<file path="config.mk">
export PLATFORM = sky130hd
export DESIGN_NAME = jt6295_rom_arb
export DESIGN_NICKNAME = d
export VERILOG_FILES = /design/src/rtl/jt6295_rom_arb_pkg.sv /design/src/rtl/jt6295_rr4.sv /design/src/rtl/jt6295_rom_arb.sv
export SDC_FILE = /design/constraint.sdc
export NUM_CORES = 1
export LEC_CHECK = 0
export CAP_MARGIN = 20
export CORE_MARGIN = 2
export CORE_UTILIZATION = 49
export CTS_BUF_LIST = sky130_fd_sc_hd__clkbuf_16
export CTS_CLUSTER_DIAMETER = 200
export DETAILED_ROUTE_END_ITERATION = 10
export PLACE_DENSITY = 0.83
export SLEW_MARGIN = 20
export SYNTH_ARGS = -nofsm -noshare
export SYNTH_HDL_FRONTEND = slang
export SYNTH_SLANG_ARGS = --single-unit
export TNS_END_PERCENT = 1
</file>
<file path="constraint.sdc">
create_clock -name clk -period 5.35 [get_ports clk]
set_input_delay 1.07 -clock clk [delete_from_list [all_inputs] [get_ports clk]]
set_output_delay 1.07 -clock clk [all_outputs]
set_load 0.01 [all_outputs]
</file>
<file path="src/rtl/jt6295_rom_arb_pkg.sv">
// jt6295_rom_arb_pkg
//   Shared definitions for the JT6295 sample-ROM arbiter: requester slot
//   count, the header slot index and the fetch FSM state encoding.
//   Slot 0 is the phrase-table (header) reader, slots 1..4 are ADPCM
//   channels 0..3.
package jt6295_rom_arb_pkg;

    localparam int NSLOTS   = 5;
    localparam int HDR_SLOT = 0;

    // IDLE picks a winner, ISSUE lets the ROM see the new address for one
    // cycle, WAIT holds until the ROM reports valid data.
    typedef enum logic [1:0] {
        ST_IDLE  = 2'd0,
        ST_ISSUE = 2'd1,
        ST_WAIT  = 2'd2
    } arb_state_t;

endpackage

</file>
<file path="src/rtl/jt6295_rr4.sv">
// jt6295_rr4
//   Combinational 4-way round-robin picker. The search starts at the
//   pointer and wraps modulo 4, so the first requester at or after rr wins.
//   Ports:
//     req  in  4  request vector, bit i = channel i
//     rr   in  2  round-robin start position
//     any  out 1  at least one request present
//     win  out 2  index of the winning request (0 when none)
module jt6295_rr4 (
    input  logic [3:0] req,
    input  logic [1:0] rr,
    output logic       any,
    output logic [1:0] win
);

    logic [1:0] idx;
    logic       found;

    assign any = |req;

    // Walk rr, rr+1, rr+2, rr+3 with natural 2-bit wrap; first hit wins.
    always_comb begin
        win   = 2'd0;
        found = 1'b0;
        idx   = rr;
        for (int k = 0; k < 4; k++) begin
            idx = rr + 2'(k);
            if (!found && req[idx]) begin
                win   = idx;
                found = 1'b1;
            end
        end
    end

endmodule

</file>
<file path="src/rtl/jt6295_rom_arb.sv">
// jt6295_rom_arb
//   Shares the single JT6295 sample ROM port between the header (phrase
//   table) reader and the four ADPCM channel fetchers. Each requester has a
//   level-style cs/addr/data/ok port backed by a one-byte cache slot; the
//   arbiter serialises misses onto the external ROM port.
//   Ports:
//     clk, rst_n       clock, asynchronous active-low reset
//     hdr_cs/hdr_addr  header request and byte address (HW bits)
//     hdr_data/hdr_ok  cached header byte and its validity for hdr_addr
//     ch_cs/ch_addr    per-channel requests, packed addresses (ch0 in LSBs)
//     ch_data/ch_ok    packed per-channel bytes and validity flags
//     rom_addr/rom_cs  external ROM address and select
//     rom_data/rom_ok  external ROM read data and valid
module jt6295_rom_arb
    import jt6295_rom_arb_pkg::*;
#(
    parameter int HW = 10,
    parameter int AW = 18
) (
    input  logic            clk,
    input  logic            rst_n,
    input  logic            hdr_cs,
    input  logic [HW-1:0]   hdr_addr,
    output logic [7:0]      hdr_data,
    output logic            hdr_ok,
    input  logic [3:0]      ch_cs,
    input  logic [4*AW-1:0] ch_addr,
    output logic [4*8-1:0]  ch_data,
    output logic [3:0]      ch_ok,
    output logic [AW-1:0]   rom_addr,
    output logic            rom_cs,
    input  logic [7:0]      rom_data,
    input  logic            rom_ok
);

    arb_state_t        state;
    logic [2:0]        gnt;
    logic [1:0]        rr;
    logic [NSLOTS-1:0] valid;
    logic [AW-1:0]     lat_addr [NSLOTS];
    logic [7:0]        lat_data [NSLOTS];

    logic [NSLOTS-1:0] cs_vec;
    logic [AW-1:0]     req_addr [NSLOTS];
    logic [NSLOTS-1:0] ok_vec;
    logic [NSLOTS-1:0] pending;
    logic              ch_any;
    logic [1:0]        ch_win;
    logic              grant;
    logic [2:0]        win_slot;

    // Flatten both requester kinds into slot-indexed vectors; the header
    // address is zero-extended onto the ROM address space.
    always_comb begin
        cs_vec = {ch_cs, hdr_cs};
        req_addr[HDR_SLOT] = {{(AW-HW){1'b0}}, hdr_addr};
        for (int i = 0; i < 4; i++) begin
            req_addr[i+1] = ch_addr[i*AW +: AW];
        end
    end

    // A slot hits when its cached byte is valid for the address currently
    // asked for. Misses become pending, except the slot already in flight,
    // which must not be granted twice.
    always_comb begin
        ok_vec  = '0;
        pending = '0;
        for (int i = 0; i < NSLOTS; i++) begin
            ok_vec[i]  = cs_vec[i] && valid[i] && (req_addr[i] == lat_addr[i]);
            pending[i] = cs_vec[i] && !ok_vec[i]
                         && !((state != ST_IDLE) && (gnt == 3'(i)));
        end
    end

    // Data ports always show the cached byte; ok tells whether it applies.
    always_comb begin
        ch_data = '0;
        for (int i = 0; i < 4; i++) begin
            ch_data[i*8 +: 8] = lat_data[i+1];
        end
    end

    assign hdr_data = lat_data[HDR_SLOT];
    assign hdr_ok   = ok_vec[HDR_SLOT];
    assign ch_ok    = ok_vec[4:1];

    jt6295_rr4 u_rr4 (
        .req (pending[4:1]),
        .rr  (rr),
        .any (ch_any),
        .win (ch_win)
    );

    // Header beats every channel; otherwise the round-robin winner, offset
    // by one because channel slots start at 1.
    always_comb begin
        grant    = pending[HDR_SLOT] || ch_any;
        win_slot = pending[HDR_SLOT] ? 3'(HDR_SLOT) : ({1'b0, ch_win} + 3'd1);
    end

    // Fetch FSM. The granted slot is invalidated and its address latched at
    // grant time, so an address change during the fetch leaves a mismatch
    // and the slot simply re-requests afterwards. rom_addr holds from grant
    // until capture; rom_ok during ISSUE is ignored as possibly stale.
    always_ff @(posedge clk or negedge rst_n) begin
        if (!rst_n) begin
            state    <= ST_IDLE;
            gnt      <= 3'd0;
            rr       <= 2'd0;
            rom_cs   <= 1'b0;
            rom_addr <= '0;
            valid    <= '0;
            for (int i = 0; i < NSLOTS; i++) begin
                lat_addr[i] <= '0;
                lat_data[i] <= 8'd0;
            end
        end else begin
            case (state)
                ST_IDLE: begin
                    if (grant) begin
                        gnt                <= win_slot;
                        rom_addr           <= req_addr[win_slot];
                        lat_addr[win_slot] <= req_addr[win_slot];
                        valid[win_slot]    <= 1'b0;
                        rom_cs             <= 1'b1;
                        state              <= ST_ISSUE;
                        if (!pending[HDR_SLOT]) begin
                            rr <= ch_win + 2'd1;
                        end
                    end else begin
                        rom_cs <= 1'b0;
                    end
                end
                ST_ISSUE: begin
                    state <= ST_WAIT;
                end
                ST_WAIT: begin
                    if (rom_ok) begin
                        lat_data[gnt] <= rom_data;
                        valid[gnt]    <= 1'b1;
                        rom_cs        <= 1'b0;
                        state         <= ST_IDLE;
                    end
                end
                default: begin
                    state  <= ST_IDLE;
                    rom_cs <= 1'b0;
                end
            endcase
        end
    end

endmodule

</file>
==> summary.md <==
| Metric | Value |
|---|---|
| Outcome | `finished, final reports clean` |
| Total count of hold-check failures in the final report | `0` |
| M2 GR Usage | `41.0%` |
| Main area contributors after synthesis | `sky130_fd_sc_hd__dfrtp_1 (49%), sky130_fd_sc_hd__mux2_2 (13%), sky130_fd_sc_hd__xor2_1 (6.6%)` |
| Via-to-Cell Ratio | `~5.6` |
| HPWL after detailed placement | `approximately 17000 µm` |
| Clock Skews | `between 0.008 and 0.009 ns` |
| Clk sink count | `between 150 and 200` |
| Distinct cell type count of the synthesized netlist | `57` |
| Count of port buffers added during placement | `~160` |
| Router iterations before antenna repair | `5` |
| Fin. max-slew vios | `0` |
| Worst setup EP type | `flop` |
| Area delta synth->final | `29.3%` |
| Clock insertion delay at the later pin of the skew report | `between 0.4 and 0.5 ns` |
| Min-Delay Path Class | `reg2reg` |
| Worst hold stages | `2` |
| Post-synthesis async set-or-reset flop share | `100%` |
| Worst-case clock buffer depth | `2` |
| Ant. Diodes | `0` |
| Antenna Violating Nets Remaining | `0` |
| Count of mapped cells out of synthesis | `696` |
| Starting density of the core | `49.9%` |
| Number of global-route vias before repair | `approximately 6300` |
| Final setup violation count | `0` |
| Sum of internal, switching and leakage power | `6.28 mW` |
| Number of placed cells counting well taps | `roughly 1100` |
| GR met1 Demand/Resource | `33.8%` |
| Average detailed-routed wire length per instance | `20.5 µm` |
| Main combinational cell family by area after synthesis | `multiplexers` |
| Area share of the largest cell type after synthesis | `between 40% and 50%` |
| Final design utilization | `64.5%` |
| Critical Path Start Type | `input pin` |
| Post-layout minimum cycle time | `5.02 ns` |
| Synth Register Bits | `161` |
| Final Hold Slack | `~0.5 ns` |
| Post-synthesis adder-cell area fraction | `less than 1%` |
| Placement Cell Area | `10000 µm²` |
| PwrDens | `591 nW/µm²` |
| Final instance count without filler cells | `1097` |
| CP Max Fanout | `15` |
| Global-route wire length before repair | `around 35000 µm` |
| Fraction of the mapped netlist area in compound gates | `~7.5%` |
| Parity-gate share of the synthesized area counting xor and xnor cells | `8.42%` |
| Critical path class | `in2reg` |
| Setup TNS | `0 ns` |
| Floorplan row count | `47` |
| Total number of vias | `around 6100` |
| Clock-pin slew reported for the worst setup and hold paths after clock tree synthesis | `around 0.070 ns` |
| Number of antenna violations at the first check in global routing | `0` |
| Setup repair after global routing missed its margin | `no` |
| Placeable core region | `between 15000 and 20000 µm²` |
| Synthesized Nets | `795` |
| Top_reg_cell synth | `sky130_fd_sc_hd__dfrtp_1` |
| Count of yosys warnings during synthesis | `0` |
| Mean cell area of the mapped netlist | `11.8 µm²` |
| CTS root buffer | `sky130_fd_sc_hd__clkbuf_16` |
| Largest net degree at the start of global routing | `88` |
| Number of gates resized after CTS | `0` |
| Routability Congestion | `0.934` |
| Worst reg-to-reg path cell count | `14` |
| Proportion of synthesized area in mux cells | `18.7%` |
| Hold buffers post-CTS | `0` |
| Sequential fraction of the synthesis area | `49.0%` |
| Count of flip-flops with a built-in enable after synthesis | `0` |
| Chip Height | `133 µm` |
| Initial detailed-routing violation count | `389` |
| Final Instance Area | `10600 µm²` |
| Max rail drop VDD | `0.352 mV` |
| CTS buffer count | `17` |
| Critical path data required time | `5.72 ns` |
| Final period util | `93.9%` |
| CP Data Arrival Time | `5.39 ns` |
| Postcts setup bufs | `0` |
| Worst slack, placed | `-0.00652 ns` |
| Post-route DRC violation count | `0` |
| Setup slack of the critical path after layout | `0.328 ns` |
| Mapped Area | `8220 µm²` |
| Clock tree from TritonCTS | `done` |
| Most area-hungry cell type in the Yosys netlist | `sky130_fd_sc_hd__dfrtp_1` |
| GR met3 Demand/Resource | `8.14%` |
| Drt total wl | `22400 µm` |
| Total global routing overflow | `0` |
| Worst Max-Slew Pin Slew | `approximately 0.9 ns` |
| Highest-utilization routing layer at the global route stage | `met2` |
| Fraction of final layout cells with drive strength greater than 1 | `20.6%` |
| Maximum level of the CTS H-tree | `4` |
| Number of I/O pins | `162` |
| Static power due to leakage | `4.76 nW` |
| Aggregate global-route resource usage | `25.9%` |
| Max Fclk | `0.199 GHz` |
| Number of max-capacitance violations reported | `0` |
| Die Outline Area | `roughly 18000 µm²` |
| Slew Limit Headroom | `38.6%` |
| Width of the die | `between 100 and 150 µm` |
| Area fraction in and, or, nand and nor cells after synthesis | `11.2%` |
| Post-layout nets | `between 900 and 1000` |
## registers in the layout (all words and copies together) (netlist names)
| signal | flops |
|---|---|
| ch_data | 32 |
| gnt | 3 |
| hdr_data | 8 |
| lat_addr | 90 |
| rom_addr | 18 |
| rom_cs | 1 |
| rr | 2 |
| state | 2 |
| valid | 5 |
## cells by family (layout without fill, tap and decap cells)
| family | Yosys count | in the layout |
|---|---|---|
| AOI/OAI and AO/OA | 74 | 74 |
| xor gates and xnor gates | 79 | 79 |
| adders and majority gates | 1 | 1 |
| buffers and inverters | 79 | 260 |
| DFF | 161 | 161 |
| muxes | 141 | 141 |
| and+or+nand+nor | 161 | 161 |
## layout make-up
cell class	count	area (µm²)
clock buffer	17	425
clock inverter	15	165
fill	1256	5840
inverter	44	165
multi-input combinational	456	3780
sequential	161	4030
tap	220	275
timing repair buffer	184	1790
## cells in the mapped netlist (all sizes together), types with 4 or more instances
library cell  instances
a22oi                 9
mux2i                43
nor2                 23
clkbuf               15
o21ai                12
nor4                 37
o21a                  5
a221o                20
nand2                32
buf                  17
nand4                 8
and3                 11
dfrtp               161
mux2                 98
a22o                 10
nor3                  4
nand3b               12
and2                  5
nand3                 6
nor2b                11
xor2                 62
o31ai                 5
xnor2                17
inv                  44
## critical path: stages
cell and delay (ns):
sky130_fd_sc_hd__clkdlybuf4s50_1 0.48, sky130_fd_sc_hd__xor2_1 0.21, sky130_fd_sc_hd__nor4_1 0.44, sky130_fd_sc_hd__nand4_1 0.21, sky130_fd_sc_hd__o21ai_1 0.39, sky130_fd_sc_hd__inv_1 0.07, sky130_fd_sc_hd__o21ai_0 0.17, sky130_fd_sc_hd__nand2b_1 0.08
sky130_fd_sc_hd__a22oi_1 0.21, sky130_fd_sc_hd__ha_1 0.26, sky130_fd_sc_hd__buf_4 0.21, sky130_fd_sc_hd__nor2b_1 0.20, sky130_fd_sc_hd__nor4b_2 0.76, sky130_fd_sc_hd__a221o_1 0.43, sky130_fd_sc_hd__mux2_2 0.21
## metal layers
metal | vias up | share of wire (%)
met5 | - | 0
met4 | 0 | 2.8
li1 | 2816 | -
met3 | 42 | 8.4
met1 | 3027 | 42
met2 | 254 | 47
## power by group
group	switching, mW	leakage [nW]	internal, mW	total, mW
logic	1.54	2.43	1.45	2.99
registers	0.339	2.04	1.73	2.07
clock network	0.560	0.290	0.666	1.23
total	2.44	4.76	3.84	6.28
## cells in the final DEF, fill, tap and decap left out, types with 3 or more instances in the layout
cell                              count
sky130_fd_sc_hd__buf_4               23
sky130_fd_sc_hd__inv_8                4
sky130_fd_sc_hd__nor2_1              23
sky130_fd_sc_hd__nand2b_1             3
sky130_fd_sc_hd__nand3b_1            12
sky130_fd_sc_hd__nand3_1              5
sky130_fd_sc_hd__clkdlybuf4s50_1    160
sky130_fd_sc_hd__and2_1               4
sky130_fd_sc_hd__a22o_1              10
sky130_fd_sc_hd__a221o_1             11
sky130_fd_sc_hd__nor4_1              36
sky130_fd_sc_hd__dfrtp_1            161
sky130_fd_sc_hd__and3_2               7
sky130_fd_sc_hd__nand4_1              8
sky130_fd_sc_hd__inv_1               43
sky130_fd_sc_hd__a22oi_1              9
sky130_fd_sc_hd__and3_1               4
sky130_fd_sc_hd__nand2_1             32
sky130_fd_sc_hd__a221o_2              9
sky130_fd_sc_hd__nor3_1               3
sky130_fd_sc_hd__o31ai_1              4
sky130_fd_sc_hd__nor2b_1             11
sky130_fd_sc_hd__mux2_2              97
sky130_fd_sc_hd__clkbuf_16           17
sky130_fd_sc_hd__mux2i_1             43
sky130_fd_sc_hd__xor2_1              62
sky130_fd_sc_hd__inv_6                7
sky130_fd_sc_hd__o21a_1               5
sky130_fd_sc_hd__xnor2_1             17
sky130_fd_sc_hd__or3_1                3
sky130_fd_sc_hd__o21ai_0             11
## final timing paths
kind	from	end	slack (ns)
min	rom_addr[14]	rom_addr[14]	0.49
min reg2reg	rom_addr[14]	rom_addr[14]	0.49
max reg2reg	lat_addr[53]	lat_addr[45]	1.06
max	ch_addr[35]	lat_addr[45]	0.33
min in group asynchronous	rst_n	rom_addr[6]	0.70
max in group asynchronous	rst_n	ch_data[4]	3.65
(Power assumes the default switching activity.)
==> patch: new RTL, same flow settings <==
The 3 states of `arb_state_t` get a one-hot encoding in 3 bits.
--- a/src/rtl/jt6295_rom_arb_pkg.sv
+++ b/src/rtl/jt6295_rom_arb_pkg.sv
@@ -11,8 +11,8 @@
     // IDLE picks a winner, ISSUE lets the ROM see the new address for one
     // cycle, WAIT holds until the ROM reports valid data.
-    typedef enum logic [1:0] {
-        ST_IDLE  = 2'd0,
-        ST_ISSUE = 2'd1,
-        ST_WAIT  = 2'd2
+    typedef enum logic [2:0] {
+        ST_IDLE  = 3'b001,
+        ST_ISSUE = 3'b010,
+        ST_WAIT  = 3'b100
     } arb_state_t;
 
Function: no difference found for any inputs over 4 cycles, from zero or initial values and one cycle with rst_n low; so few cycles prove little.
==> patch against the unedited design <==
  * Power increased by 1.4%
  * Worst setup slack improved by 190 ps
  * Design area increased by 1.2%
  * Hold slack improved by 5.6 ps
  * First-iteration DRC count increased by 64%
  * Register-to-register slack improved by 170 ps
  * Fmax increased by 4.0%
  * Routed wire length increased by 4.8%
  * Synthesized area about the same
  * Sequential cell count increased by 1
  * Core utilization increased by 0.81 points
  * Clock skew increased by 3.5 ps
  * Final cell count decreased by 2.2%
  * Critical path type unchanged
  * Critical endpoint is now lat_addr[25]
==> patch: results (changes against the unedited design) <==
status: "completed"
seq_area_frac_synth_pct: 49.40  # +0.36 points
use_met3_pct: 6.202  # -1.9 points
wl_um: 23520  # +4.8%
grt_pass1_wl_um: 36660  # +4.7%
r2r_slack_ps: 1230  # +170 ps
cp_max_fo: 10  # -5
dp_hpwl_um: 17020  # +1.8%
nFillCells: 1246  # -0.80%
grt_pass1_vias: 6495  # +3.1%
fin_skew_ps: 12.18  # +3.451 ps
drtIter0Drc: 639  # +64%
synthTopCellsByArea: "dfrtp_1 (49%), mux2_2 (14%), mux2_4 (6.6%)"
seq-power_mw: 2.02  # -2%
wl_met2_um: 10850  # +3.6%
startpoint: "ch_addr[1]"
nets: 939  # -2.5%
grt_max_degree: 91  # +3.4%
vias_per_cell: 5.893  # +5.3%
wl_met1_um: 9753  # +3.0%
ir_worst_vdd_mv: 0.3116  # -11%
min_from: "lat_addr[85]"
synth_common_cells: "dfrtp_1 (161), mux2_2 (99), xor2_1 (51), mux2_4 (36), nor2_1 (32)"
worst_ep_arrival_time_ps: 5140  # -250 ps
place.gp.congestion: 0.9488  # +1.6%
patch: worst max-delay path, cell delays in order:
cell	delay, ps
clkdlybuf4s50_1	470
xor2_1	200
or4_4	580
nor4_4	380
a211oi_1	160
o21ai_0	190
nand2b_1	80
a22oi_1	190
ha_1	280
nor2_1	80
a21boi_1	140
buf_4	190
buf_4	180
a22oi_1	190
a31oi_1	80
a221o_1	340
mux2_1	320
patch: worst min-delay path by stage:
| stage | endpoint | slack [ps] | cells after the start |
|---|---|---|---|
| 2_1_floorplan | lat_addr[88] | 450 | 1 |
| 3_3_place_gp | rom_cs | 470 | 2 |
| 3_5_place_dp | lat_addr[84] | 480 | 1 |
| 4_1_cts | lat_addr[85] | 500 | 1 |
| 5_1_grt | lat_addr[82] | 510 | 1 |
| 6_report | lat_addr[85] | 490 | 1 |
patch: through the flow:
stage / util, % / setup slack, ps / std cells / hold slack [ps] / cell area, um^2
after CTS: 65.33 / 607.3 / 1073 / 499.1 / 10760
final: 65.33 / 520.1 / 1073 / 492.2 / 10760
after detailed placement: 61.64 / 210.5 / 1041 / 483.0 / 10150
after global placement: 61.64 / 258.6 / 1041 / 468.6 / 10150
after floorplan: - / 133.4 / 666 / 454.7 / 8209
after global routing: 65.33 / 275.4 / 1073 / 511.5 / 10760
patch: layout make-up:
class	count	area [um^2]	share of cell area [%]
flip-flops and latches	162	4055	37.69
multi-input cells	449	3884	36.10
repair buffers	188	1853	17.22
clock buffers	17	425.4	3.954
well taps	220	275.3	2.559
clock inverters	15	182.7	1.698
inverters	22	82.58	0.7676
patch: logic make-up after synthesis:
group	count (synthesis)	share of synthesized area (%)
DFF	162	49.40
buffers and inverters	55	3.292
and+or+nand+nor	116	7.865
muxes	138	20.58
xor gates and xnor gates	82	8.749
AOI/OAI and AO/OA	112	9.968
adders and majority gates	1	0.1524
